`config.mk`:
```
export PLATFORM = sky130hd
export DESIGN_NAME = ext_bus_target_flat
export DESIGN_NICKNAME = d
export VERILOG_FILES = /design/src/rtl/ext_bus_target_if.sv /design/src/rtl/ext_bus_target.sv /design/src/flat_wrapper.sv
export SDC_FILE = /design/constraint.sdc
export NUM_CORES = 1
export LEC_CHECK = 0
export ABC_AREA = 0
export CAP_MARGIN = 20
export CORE_MARGIN = 2
export CORE_UTILIZATION = 48
export CTS_BUF_LIST = sky130_fd_sc_hd__clkbuf_8
export CTS_CLUSTER_DIAMETER = 60
export DETAILED_ROUTE_END_ITERATION = 10
export GPL_TIMING_DRIVEN = 1
export PLACE_DENSITY = 0.71
export SLEW_MARGIN = 20
export SYNTH_ARGS = -nofsm -noshare
export SYNTH_HDL_FRONTEND = slang
export SYNTH_SLANG_ARGS = --single-unit
```
`constraint.sdc`:
```
create_clock -name CLK -period 2.3 [get_ports CLK]
set_input_delay 0.345 -clock CLK [delete_from_list [all_inputs] [get_ports CLK]]
set_output_delay 0.345 -clock CLK [all_outputs]
set_load 0.05 [all_outputs]
```
`src/rtl/ext_bus_target_if.sv`:
```
// External MCU bus as seen from the target: address/data from the initiator,
// active-low strobes, status input, and the target's response signals.
interface ext_bus_target_if;
    logic [15:0] ADDR;
    logic [15:0] DIN;
    logic        RDN;
    logic        WR0N;
    logic        WR1N;
    logic [15:0] STATUS_IN;
    logic [15:0] DOUT;
    logic        DOE;
    logic [15:0] REG0_OUT;
    logic        WR_PULSE;
    logic        ERR;

    // Target side: samples the bus and drives read data and status pulses
    modport slave (
        input  ADDR, DIN, RDN, WR0N, WR1N, STATUS_IN,
        output DOUT, DOE, REG0_OUT, WR_PULSE, ERR
    );

    // Initiator side: drives address, data and strobes
    modport master (
        output ADDR, DIN, RDN, WR0N, WR1N, STATUS_IN,
        input  DOUT, DOE, REG0_OUT, WR_PULSE, ERR
    );
endinterface

```
`src/rtl/ext_bus_target.sv`:
```
// Synchronous responder on the MCU external bus. Strobes are synchronized
// into CLK, an FSM tracks each access, reads drive the data bus from a small
// register file (top offset returns STATUS_IN), and writes commit byte lanes
// once every write strobe has been released.
module ext_bus_target #(
    parameter logic [15:0] BASE_ADDR = 16'hF000,
    parameter int          AW        = 3
) (
    input logic             CLK,
    input logic             RESETN,
    ext_bus_target_if.slave bus
);
    localparam int            NREG    = 2 ** AW;
    localparam logic [AW-1:0] TOP_OFF = {AW{1'b1}};

    typedef enum logic [1:0] {IDLE, READ, WRITE, DRAIN} state_t;

    state_t                  r_state, w_state_next;
    logic [2:0]              r_strb_meta, r_strb_sync;   // {WR1N, WR0N, RDN}, raw polarity
    logic                    w_s_rd, w_s_w0, w_s_w1, w_s_wr;
    logic [15:0]             r_addr, w_addr_next;
    logic [15:0]             r_data, w_data_next;
    logic [1:0]              r_mask, w_mask_next;
    logic                    r_doe, w_doe_next;
    logic [15:0]             r_dout, w_dout_next;
    logic                    r_wr_pulse, r_err, w_err_next;
    logic                    w_commit, w_reg_we;
    logic [15:0]             w_acc_addr;
    logic [AW-1:0]           w_acc_off;
    logic                    w_acc_in_win, w_in_win;
    logic [NREG-1:0][15:0]   w_regs;

    // Two-flop synchronizers; idle level is high so reset looks like "no strobe"
    always_ff @(posedge CLK or negedge RESETN) begin
        if (!RESETN) begin
            r_strb_meta <= 3'b111;
            r_strb_sync <= 3'b111;
        end else begin
            r_strb_meta <= {bus.WR1N, bus.WR0N, bus.RDN};
            r_strb_sync <= r_strb_meta;
        end
    end

    assign w_s_rd = ~r_strb_sync[0];
    assign w_s_w0 = ~r_strb_sync[1];
    assign w_s_w1 = ~r_strb_sync[2];
    assign w_s_wr = w_s_w0 | w_s_w1;

    // In IDLE the access address is the live bus; afterwards the latched copy
    assign w_acc_addr   = (r_state == IDLE) ? bus.ADDR : r_addr;
    assign w_acc_off    = w_acc_addr[AW-1:0];
    assign w_acc_in_win = (w_acc_addr[15:AW] == BASE_ADDR[15:AW]);
    assign w_in_win     = (r_addr[15:AW] == BASE_ADDR[15:AW]);

    // Next-state, access latches, error and commit decisions
    always_comb begin
        w_state_next = r_state;
        w_addr_next  = r_addr;
        w_data_next  = r_data;
        w_mask_next  = r_mask;
        w_err_next   = 1'b0;
        w_commit     = 1'b0;
        case (r_state)
            IDLE: begin
                if (w_s_rd && w_s_wr) begin
                    w_state_next = DRAIN;
                    w_err_next   = 1'b1;
                end else if (w_s_rd) begin
                    w_state_next = READ;
                    w_addr_next  = bus.ADDR;
                end else if (w_s_wr) begin
                    w_state_next = WRITE;
                    w_addr_next  = bus.ADDR;
                    w_mask_next  = 2'b00;
                end
            end
            READ: begin
                if (w_s_wr) begin
                    w_state_next = DRAIN;
                    w_err_next   = 1'b1;
                end else if (!w_s_rd) begin
                    w_state_next = IDLE;
                end
            end
            WRITE: begin
                // Commit uses r_data/r_mask: the values from the last strobed cycle
                w_data_next = bus.DIN;
                w_mask_next = r_mask | {w_s_w1, w_s_w0};
                if (w_s_rd) begin
                    w_state_next = DRAIN;
                    w_err_next   = 1'b1;
                end else if (!w_s_wr) begin
                    w_state_next = IDLE;
                    w_commit     = w_in_win;
                end
            end
            DRAIN: begin
                if (!w_s_rd && !w_s_wr) begin
                    w_state_next = IDLE;
                end
            end
            default: w_state_next = IDLE;
        endcase
    end

    // Read data path: enabled only while heading into/staying in READ inside the window
    always_comb begin
        w_doe_next  = (w_state_next == READ) && w_acc_in_win;
        w_dout_next = 16'h0000;
        if (w_doe_next) begin
            w_dout_next = (w_acc_off == TOP_OFF) ? bus.STATUS_IN : w_regs[w_acc_off];
        end
    end

    // Top offset is read-only: the write still pulses but nothing is stored
    assign w_reg_we = w_commit && (r_addr[AW-1:0] != TOP_OFF);

    // FSM state, access latches and registered outputs
    always_ff @(posedge CLK or negedge RESETN) begin
        if (!RESETN) begin
            r_state    <= IDLE;
            r_addr     <= 16'h0000;
            r_data     <= 16'h0000;
            r_mask     <= 2'b00;
            r_doe      <= 1'b0;
            r_dout     <= 16'h0000;
            r_wr_pulse <= 1'b0;
            r_err      <= 1'b0;
        end else begin
            r_state    <= w_state_next;
            r_addr     <= w_addr_next;
            r_data     <= w_data_next;
            r_mask     <= w_mask_next;
            r_doe      <= w_doe_next;
            r_dout     <= w_dout_next;
            r_wr_pulse <= w_commit;
            r_err      <= w_err_next;
        end
    end

    // One 16-bit register per offset with independent byte-lane enables
    for (genvar gi = 0; gi < NREG; gi++) begin : g_reg
        localparam logic [AW-1:0] OFF = gi;
        logic [15:0] r_word;

        // Byte-lane commit into this register
        always_ff @(posedge CLK or negedge RESETN) begin
            if (!RESETN) begin
                r_word <= 16'h0000;
            end else if (w_reg_we && (r_addr[AW-1:0] == OFF)) begin
                if (r_mask[0]) r_word[7:0]  <= r_data[7:0];
                if (r_mask[1]) r_word[15:8] <= r_data[15:8];
            end
        end

        assign w_regs[gi] = r_word;
    end

    assign bus.DOUT     = r_dout;
    assign bus.DOE      = r_doe;
    assign bus.REG0_OUT = w_regs[0];
    assign bus.WR_PULSE = r_wr_pulse;
    assign bus.ERR      = r_err;
endmodule
```
`src/flat_wrapper.sv`:
```
// flat-port wrapper written by rule: the top's interface ports become plain ports
module ext_bus_target_flat 
#(
    parameter logic [15:0] BASE_ADDR = 16'hF000,
    parameter int          AW        = 3
)
  (CLK, RESETN, bus_ADDR, bus_DIN, bus_RDN, bus_WR0N, bus_WR1N, bus_STATUS_IN, bus_DOUT, bus_DOE, bus_REG0_OUT, bus_WR_PULSE, bus_ERR);
  ext_bus_target_if bus_i ();
  input logic CLK;
  input logic RESETN;
  input wire logic [$bits(bus_i.ADDR)-1:0] bus_ADDR;
  input wire logic [$bits(bus_i.DIN)-1:0] bus_DIN;
  input wire logic [$bits(bus_i.RDN)-1:0] bus_RDN;
  input wire logic [$bits(bus_i.WR0N)-1:0] bus_WR0N;
  input wire logic [$bits(bus_i.WR1N)-1:0] bus_WR1N;
  input wire logic [$bits(bus_i.STATUS_IN)-1:0] bus_STATUS_IN;
  output wire logic [$bits(bus_i.DOUT)-1:0] bus_DOUT;
  output wire logic [$bits(bus_i.DOE)-1:0] bus_DOE;
  output wire logic [$bits(bus_i.REG0_OUT)-1:0] bus_REG0_OUT;
  output wire logic [$bits(bus_i.WR_PULSE)-1:0] bus_WR_PULSE;
  output wire logic [$bits(bus_i.ERR)-1:0] bus_ERR;
  assign bus_i.ADDR = bus_ADDR;
  assign bus_i.DIN = bus_DIN;
  assign bus_i.RDN = bus_RDN;
  assign bus_i.WR0N = bus_WR0N;
  assign bus_i.WR1N = bus_WR1N;
  assign bus_i.STATUS_IN = bus_STATUS_IN;
  assign bus_DOUT = bus_i.DOUT;
  assign bus_DOE = bus_i.DOE;
  assign bus_REG0_OUT = bus_i.REG0_OUT;
  assign bus_WR_PULSE = bus_i.WR_PULSE;
  assign bus_ERR = bus_i.ERR;
  ext_bus_target #(.BASE_ADDR(BASE_ADDR), .AW(AW)) u_core (.CLK(CLK), .RESETN(RESETN), .bus(bus_i));
endmodule
```
==> results of run 1 <==
[Yosys cell counts (3+ instances only)]
library cell  number
dfrtp_1          167
mux2_2           145
mux2i_1           64
a221o_1           15
a221oi_1          15
nand2_1           14
clkbuf_1          13
nor3_4             9
buf_4              7
nor2_1             7
buf_2              6
dfstp_2            6
nand2b_1           6
a211oi_1           5
nor4_4             4
and4_1             3
inv_1              3
nor2b_1            3
nor4_1             3
o21ai_1            3
[cell type report]
| class | count | area, um^2 | area share [%] |
|---|---|---|---|
| timing repair buffer | 130 | 1320 | 13.8 |
| inverter | 3 | 11.3 | 0.118 |
| clock buffer | 18 | 248 | 2.59 |
| multi-input combinational | 315 | 3240 | 33.8 |
| sequential | 173 | 4340 | 45.3 |
| clock inverter | 14 | 158 | 1.65 |
| tap | 216 | 270 | 2.82 |
[worst max-delay path, delay by kind of cell, from the launching register on]
family	cells	cell delay (ps)
and+or+nand+nor	3	730
DFF	1	590
buffers and inverters	2	400
muxes	1	350
[flip-flops by register name, indices dropped and copies added (netlist names), 2 cells and up]
signal and cells:
u_core.g.r_word 96, u_core.r_data 16, u_core.r_addr 16, u_core.bus.DOUT 16
u_core.bus.REG0_OUT 16, u_core.r_strb_meta 3, u_core.r_strb_sync 3, u_core.r_state 2
u_core.r_mask 2
[cell families (layout without fill, tap and decap cells)]
group           count (synthesis)  after routing  synth area share [%]
mux                           210            210                  29.9
flops                         173            173                  56.6
simple gates                   59             59                  6.43
compound gates                 45             45                  4.93
buf+inv                        30            165                  2.01
xor+xnor                        1              1                 0.114
[metrics by stage]
step                hold WS, ps  cells  worst slack, ps
finish                      273    869             97.4
global placement            253    834             93.9
floorplan                  49.4    518              221
global route                246    869            -10.6
CTS                         249    867             5.74
detailed placement          256    834            -17.7
[per-layer routing]
metal  global-route usage (%)  vias to the layer above  share of wire, %
met1                     28.7                     2486                45
met2                     33.2                       91                49
met5                        0                        -                 0
met4                     5.07                        0              0.65
li1                         -                     2178                 -
met3                     5.09                        8               4.6
[layout by cell type, fill, tap and decap left out, types with 6 or more instances in the layout]
cell	instances
buf_4	30
clkbuf_8	18
dfrtp_1	167
nor3_4	9
buf_12	7
nor2_1	7
a221oi_1	15
a221o_1	15
nand2_1	14
nand2b_1	6
clkdlybuf4s50_1	86
dfstp_2	6
mux2i_1	63
mux2_2	142
[repair_timing]
action                     4_1_cts  5_1_grt
hold endpoints to repair        26        0
setup buffers                    0        1
gates resized for setup          0       11
hold buffers                     1        0
setup endpoints to repair        0      112
[how the worst min path moves through the flow]
| stage | to | slack [ps] | cells past startpoint |
|---|---|---|---|
| 2_1_floorplan | u_core.bus.DOE$_DFF_PN0_ | 50 | 0 |
| 3_3_place_gp | u_core.r_addr[8]$_DFFE_PN0P_ | 250 | 1 |
| 3_5_place_dp | u_core.r_addr[7]$_DFFE_PN0P_ | 260 | 1 |
| 4_1_cts | u_core.r_strb_meta[2]$_DFF_PN1_ | 250 | 1 |
| 5_1_grt | u_core.r_strb_meta[2]$_DFF_PN1_ | 250 | 1 |
| 6_report | u_core.r_strb_meta[2]$_DFF_PN1_ | 270 | 1 |
[power groups by stage]
stage,clock network [uW],registers [uW],logic (uW)
2_1_floorplan,0,3360,681
4_1_cts,2200,3410,1050
6_report,2140,3410,1050
3_5_place_dp,0,3470,1050
5_1_grt,2340,3450,1130
3_3_place_gp,0,3450,1020
==> run_results.csv, run 1 <==
group,metric,value,unit
run_status,status,"complete, no violations",
synthesis,syn_area,0.00767,mm^2
synthesis,synth_top_cells_by_area,"dfrtp_1, mux2_2, mux2i_1",
worst_setup_path,worstReg2RegEnd,"u_core.bus.REG0_OUT[11]$_DFFE_PN0P_",
synthesis,ys_types,36,
routing,dr.pass1.iters,4,
cells_and_area,synthToLayoutAreaGrowth,24.9,%
synthesis,synth_top_area_cell,"dfrtp_1",
cells_and_area,fillerInstances,1241,
timing,worst_pin_slew,661,ps
die,core,0.0158,mm^2
synthesis,synth_edf_count,0,
clock_tree,clkSinkCount,173,
synthesis,synth_top_area_share,54.5,%
timing,fmax,0.454,GHz
routing,wl_per_cell,19.0,um
timing,grt_setup_unrepaired,"yes",
clock_tree,cts.path.max_buffers,2,
placed_design,dpl.hpwl,11100,um
timing,finalHoldViolCount,0,
clock_tree,htreeDepth,4,
timing,slew_violations,0,
timing,min_period,2200,ps
worst_setup_path,setup.worst_path.end,"u_core.bus.REG0_OUT[11]$_DFFE_PN0P_",
hold_path,hold_class,"in -> reg",
worst_setup_path,startpoint,"u_core.r_strb_sync[0]$_DFF_PN1_",
global_routing,grt_pass1_vias,4936,
timing,finClkSkew,9.20,ps
worst_setup_path,required,2650,ps
clock_tree,clk_pin_slew,90,ps
synthesis,synth_seq_cells,173,
cells_and_area,fin_area,0.00958,mm^2
worst_setup_path,worstPathArrival,2560,ps
synthesis,synth_flop_cell,"dfrtp_1",
run,maxCapViolations,0,
placed_design,routabilityCongestion,0.788,
worst_setup_path,r2r_slack,100,ps
worst_setup_path,path_class,"reg -> reg",
hold_path,hold_start,"bus_WR1N",
clock_tree,cts_tree,"built",
cells_and_area,final_layout_size_suffix_gt1_share,37.7,%
placed_design,placed_area,0.00908,mm^2
routing,num_vias,4763,
die,die_width,130,um
power_and_ir_drop,p_int,4680,uW
global_routing,overflow,0,
power_and_ir_drop,clock_power_share,32.4,%
worst_setup_path,worst_path_largest_cell_delay,590,ps
global_routing,grt_pass1_wl,26300,um
synthesis,ys_seq_area_share,56.6,%
cells_and_area,final_nets,693,
worst_setup_path,r2r_start,"u_core.r_strb_sync[0]$_DFF_PN1_",
worst_setup_path,worstSetupStartpointType,"register",
power_and_ir_drop,p_leak,0.00447,uW
worst_setup_path,cpMaxStageDelayCell,"dfstp_2",
cells_and_area,post-route-util,60.7,%
worst_setup_path,r2r_cells,6,
timing,max-slew-margin-rel,55.8,%
clock_tree,cts_root_buf,"clkbuf_8",
die,rows,46,
power_and_ir_drop,switchingPower,1920,uW
synthesis,synth.net_count,571,
global_routing,grtUsageTotal,20.6,%
clock_tree,cts_made_buffers,17,
worst_setup_path,cp_max_fo,8,
die,fp.dieArea,0.0170,mm^2
cells_and_area,antenna_cells,0,
worst_setup_path,path_cells,"nor2b_1 > nand4bb_4 > buf_12 > nor4_4 > buf_6 > mux2_2",
die,ioPinCount,88,
global_routing,grt_max_degree,100,
routing,drtIter0Drc,268,
global_routing,antenna_found_initial,0,
routing,wl,16500,um
synthesis,syn_inst,518,
timing,setup_violations,0,
synthesis,ys_warn_count,0,
routing,ant_nets,0,
placed_design,numPortBuffers,87,
synthesis,async_flop_share,100,%
power_and_ir_drop,max-vdd-ir-drop,0.457,mV
worst_setup_path,critPathCaptureType,"register",
timing,post-route-period-util,95.8,%
power_and_ir_drop,combPwrFrac,15.9,%
clock_tree,clk_latency,460,ps
timing,tns,0,ps
power_and_ir_drop,p_total,6600,uW
routing,routed_via_density,5.48,
die,die_h,130,um
die,start_util,48.6,%
synthesis,postSynthAreaPerCell,14.8,um^2
power_and_ir_drop,swShare,29.1,%
power_and_ir_drop,sequentialPowerShare,51.7,%
routing,drc_errors,0,
power_and_ir_drop,p_per_area,689,mW/mm^2
Note: power is estimated with default switching activity, not from simulation.
==> inputs of run 2 (changes only) <==
Settings changed: CORE_MARGIN 2 to 3, SKIP_CTS_REPAIR_TIMING set to 1.
==> run_results.csv, run 2 (synthesized netlist as in run 1, its figures left out) <==
group,metric,value,unit
worst_setup_path,worstSetupStartpointType,"register",
cells_and_area,largest_reg_flops,96,
die,ioPinCount,88,
power_and_ir_drop,p_total,6600,uW
routing,num_vias,4724,
clock_tree,cts_tree,"built",
cells_and_area,layout_commonest_cell,"dfrtp_1",
routing,dr.pass1.iters,4,
worst_setup_path,crit_buf_inv,2,
die,fp.dieArea,0.0175,mm^2
placed_design,dpl.hpwl,11200,um
timing,fmax,0.451,GHz
clock_tree,htreeDepth,4,
clock_tree,cts.path.max_buffers,2,
worst_setup_path,r2r_slack,80,ps
die,die_width,132,um
worst_setup_path,path_cells,"nor4_2 > and4_4 > nand4bb_4 > buf_12 > nor4_4 > buf_4 > mux2_2",
routing,routed_via_density,5.49,
cells_and_area,final_layout_size_suffix_gt1_share,37.1,%
die,start_util,49.7,%
cells_and_area,antenna_cells,0,
global_routing,overflow,0,
clock_tree,cts_root_buf,"clkbuf_8",
cells_and_area,final_nets,690,
global_routing,grt_max_degree,60,
worst_setup_path,cp_max_fo,8,
timing,finClkSkew,10.9,ps
run,maxCapViolations,0,
placed_design,numPortBuffers,87,
timing,post-route-period-util,96.4,%
power_and_ir_drop,p_per_area,688,mW/mm^2
power_and_ir_drop,p_leak,0.00448,uW
timing,finalWorstSetupSlack,81.8,ps
hold_path,min_delay_path_depth,1,
worst_setup_path,worstPathArrival,2570,ps
routing,drtIter0Drc,308,
die,core,0.0154,mm^2
cells_and_area,top_register,"u_core.g.r_word",
hold_path,hold_class,"in -> reg",
cells_and_area,post-route-util,62.2,%
timing,max-slew-margin-rel,40.8,%
placed_design,post-place-ws,35.0,ps
timing,worst_pin_slew,888,ps
cells_and_area,synthToLayoutAreaGrowth,25.1,%
power_and_ir_drop,max-vdd-ir-drop,0.419,mV
routing,ant_nets,0,
worst_setup_path,required,2650,ps
die,die_h,132,um
global_routing,grt_pass1_wl,27200,um
clock_tree,cts_made_buffers,17,
routing,drc_errors,0,
worst_setup_path,r2r_cells,7,
worst_setup_path,cpMaxStageDelayCell,"dfrtp_1",
die,rows,45,
routing,wl,16500,um
timing,setup_violations,0,
worst_setup_path,cp_top_family,"simple AND/OR/NAND/NOR gates",
clock_tree,clk_pin_slew,80,ps
worst_setup_path,path_class,"reg -> reg",
run_status,status,"complete, no violations",
worst_setup_path,critPathCaptureType,"register",
cells_and_area,final_cell_mix,"dfrtp_1, mux2_2, clkdlybuf4s50_1",
routing,wl_per_cell,19.2,um
timing,grt_setup_unrepaired,"yes",
clock_tree,clkSinkCount,173,
global_routing,grt_pass1_vias,5064,
clock_tree,clk_latency,460,ps
timing,min_period,2220,ps
timing,whs,282,ps
timing,finalHoldViolCount,0,
timing,slew_violations,0,
global_routing,antenna_found_initial,0,
placed_design,routabilityCongestion,0.801,
worst_setup_path,worst_path_largest_cell_delay,400,ps
global_routing,grtUsageTotal,19.8,%
worst_setup_path,path_depth,7,
## run 2: changes by cell type in the layout (fill, tap and decap cells not counted), moves of 3 or more
cell    before  now
mux2_4       3    9
buf_4       30   27
mux2_2     142  136
inv_6        5    1
## run 2: layout make-up
class	count	area (um^2)
clock buffers	19	262
inverters	3	11.3
flip-flops and latches	173	4340
multi-input cells	315	3260
well taps	211	264
fillers	1193	5830
clock inverters	12	146
repair buffers	127	1310
## run 2: metrics by stage
step / TNS (ps) / cells / instance area [um^2]
floorplan: 0 / 518 / 7670
global placement: 0 / 827 / 9080
detailed placement: 0 / 827 / 9080
CTS: 0 / 858 / 9490
global route: -90.2 / 860 / 9590
finish: 0 / 860 / 9590
## run 2: metal layers
layer  global-route usage [%]  part of all wire [%]  wire (um)
met4                     7.16                   1.1        180
met1                     27.4                    47       7740
met5                        0                     0          0
met3                     4.01                   4.2        697
met2                     31.2                    48       7880
## run 2: path summary, 6_finish.rpt
| path | startpoint | to |
|---|---|---|
| max in group asynchronous | RESETN | u_core.g_reg[4].r_word[3]$_DFFE_PN0P_ |
| min in group asynchronous | RESETN | u_core.bus.DOUT[9]$_DFF_PN0_ |
| worst max register to register | u_core.r_addr[3]$_DFFE_PN0P_ | u_core.g_reg[2].r_word[14]$_DFFE_PN0P_ |
| worst max-delay path | u_core.r_addr[3]$_DFFE_PN0P_ | u_core.g_reg[2].r_word[14]$_DFFE_PN0P_ |
| worst min register to register | u_core.r_strb_meta[2]$_DFF_PN1_ | u_core.r_strb_sync[2]$_DFF_PN1_ |
| worst min-delay path | bus_RDN | u_core.r_strb_meta[0]$_DFF_PN1_ |
## run 2: power by group
group          switching, uW  internal (uW)
sequential               238           3190
clock                   1060           1120
combinational            544            455
==> edit: new RTL, flow settings as in run 1 <==
The 4 states of `state_t` get a Gray code encoding in 2 bits.
--- a/src/rtl/ext_bus_target.sv
+++ b/src/rtl/ext_bus_target.sv
@@ -13,7 +13,7 @@
     localparam int            NREG    = 2 ** AW;
     localparam logic [AW-1:0] TOP_OFF = {AW{1'b1}};
 
-    typedef enum logic [1:0] {IDLE, READ, WRITE, DRAIN} state_t;
+    typedef enum logic [1:0] {IDLE = 2'b00, READ = 2'b01, WRITE = 2'b11, DRAIN = 2'b10} state_t;
 
     state_t                  r_state, w_state_next;
     logic [2:0]              r_strb_meta, r_strb_sync;   // {WR1N, WR0N, RDN}, raw polarity
Function: same outputs for any inputs over 4 cycles, from zero or initial values and one cycle with RESETN low; so few cycles prove little.
==> edit against run 1 <==
- the flow now finishes with violations (setup timing)
- worst setup slack worse by 160 ps
- sequential cell count is the same
- synthesized cell count rose by 0.39%
- routed wire length increased by 8.6%
- global-route usage grew 0.63 points
- synthesized area down 0.13%
- utilization rose by 3.2 points
- cell count up 1.4%
- clock skew is 7.2 ps higher
- power is 4.8% higher
- design area rose by 4.8%
- critical path depth rose by 2
==> edit: results <==
{
  "cp-startpoint": "u_core.r_addr[3]$_DFFE_PN0P_",
  "hold_end": "u_core.r_strb_meta[0]$_DFF_PN1_",
  "crit_family": "compound AO/OA/AOI/OAI gates",
  "dp.cells": 835,
  "synthXorXnorAreaFrac": 0.00114,
  "synth_mux_area_frac": 0.300,
  "drive_above_1_share": 0.398,
  "power.switching_mw": 2.08,
  "crit_cells": 8,
  "synth_seq_area_share": 0.566,
  "syn2layout_area_growth_pct": 31.1,
  "synth_cell_type_count": 38,
  "wl_per_cell_um": 20.3,
  "grt_pass1_wl_um": 27000,
  "cp_slowest_cell": "dfrtp_1",
  "synth_nets": 573,
  "grt_pass1_vias": 5111,
  "outcome": "finished, violations left",
  "p_int_mw": 4.84,
  "setup_violations": 80,
  "rrSetupSlack_ps": -70,
  "whs_ps": 288,
  "hpwl_um": 11300,
  "arrival_ps": 2730,
  "dp_worst_setup_slack_ps": -152,
  "die_x_um": 130,
  "fin_ws_ps": -67.1,
  "dpl_cell_area_sq_um": 9170,
  "p_leak_nw": 4.67,
  "pwr-share-clk": 0.306,
  "pg_comb_mw": 1.23,
  "synth.avg_cell_area_sq_um": 14.7,
  "min_from": "bus_RDN",
  "multi_input_area_share": 0.348,
  "buffer_area_frac": 0.152,
  "violations": "setup timing",
  "clock_skew_ps": 16.4,
  "fin_nets": 705,
  "vias_per_cell": 5.52,
  "grt_usage": 0.213,
  "seq_area_sq_um": 4340,
  "clkCellAreaFrac": 0.0393,
  "slew_headroom": 0.597,
  "fin_cells": 881,
  "num-nonclk-inverters": 5,
  "fillers": 1141,
  "post_cts_buffers": 7,
  "drtIter0Drc": 297,
  "cts_resized": 15,
  "synth_compound_area_frac": 0.0500,
  "crit_end": "u_core.bus.DOUT[9]$_DFF_PN0_",
  "yosys-top-cells-area": "dfrtp_1 (55%), mux2_2 (21%), mux2i_1 (8.4%)",
  "cp_slowest_stage_delay_ps": 410,
  "gp_congestion": 0.750,
  "nMultiInputCombCells": 317
}
-- edit: changes by cell type in the layout (fill, tap and decap cells not counted), moves of 6 or more --
cell | before | now
mux2_2 | 142 | 100
mux2_4 | 3 | 40
inv_1 | 3 | 9
buf_12 | 7 | 13
buf_6 | 5 | 12
a221oi_1 | 15 | 0
a221oi_2 | 0 | 15
buf_4 | 30 | 22
-- edit: metal layers --
| layer | vias to the layer above | track usage | wire, um |
|---|---|---|---|
| met5 | - | 0 | 0 |
| met4 | 0 | 0.0645 | 277 |
| met3 | 22 | 0.0521 | 862 |
| met2 | 123 | 0.338 | 8620 |
| met1 | 2511 | 0.292 | 8170 |
| li1 | 2211 | - | - |
-- edit: cells by family (layout without fill, tap and decap cells) --
family | after synthesis | in the layout
buffers and inverters | 31 | 175
AND/OR/NAND/NOR | 59 | 60
XOR/XNOR | 1 | 1
flip-flops | 173 | 173
AO/OA/AOI/OAI | 46 | 46
multiplexers | 210 | 210
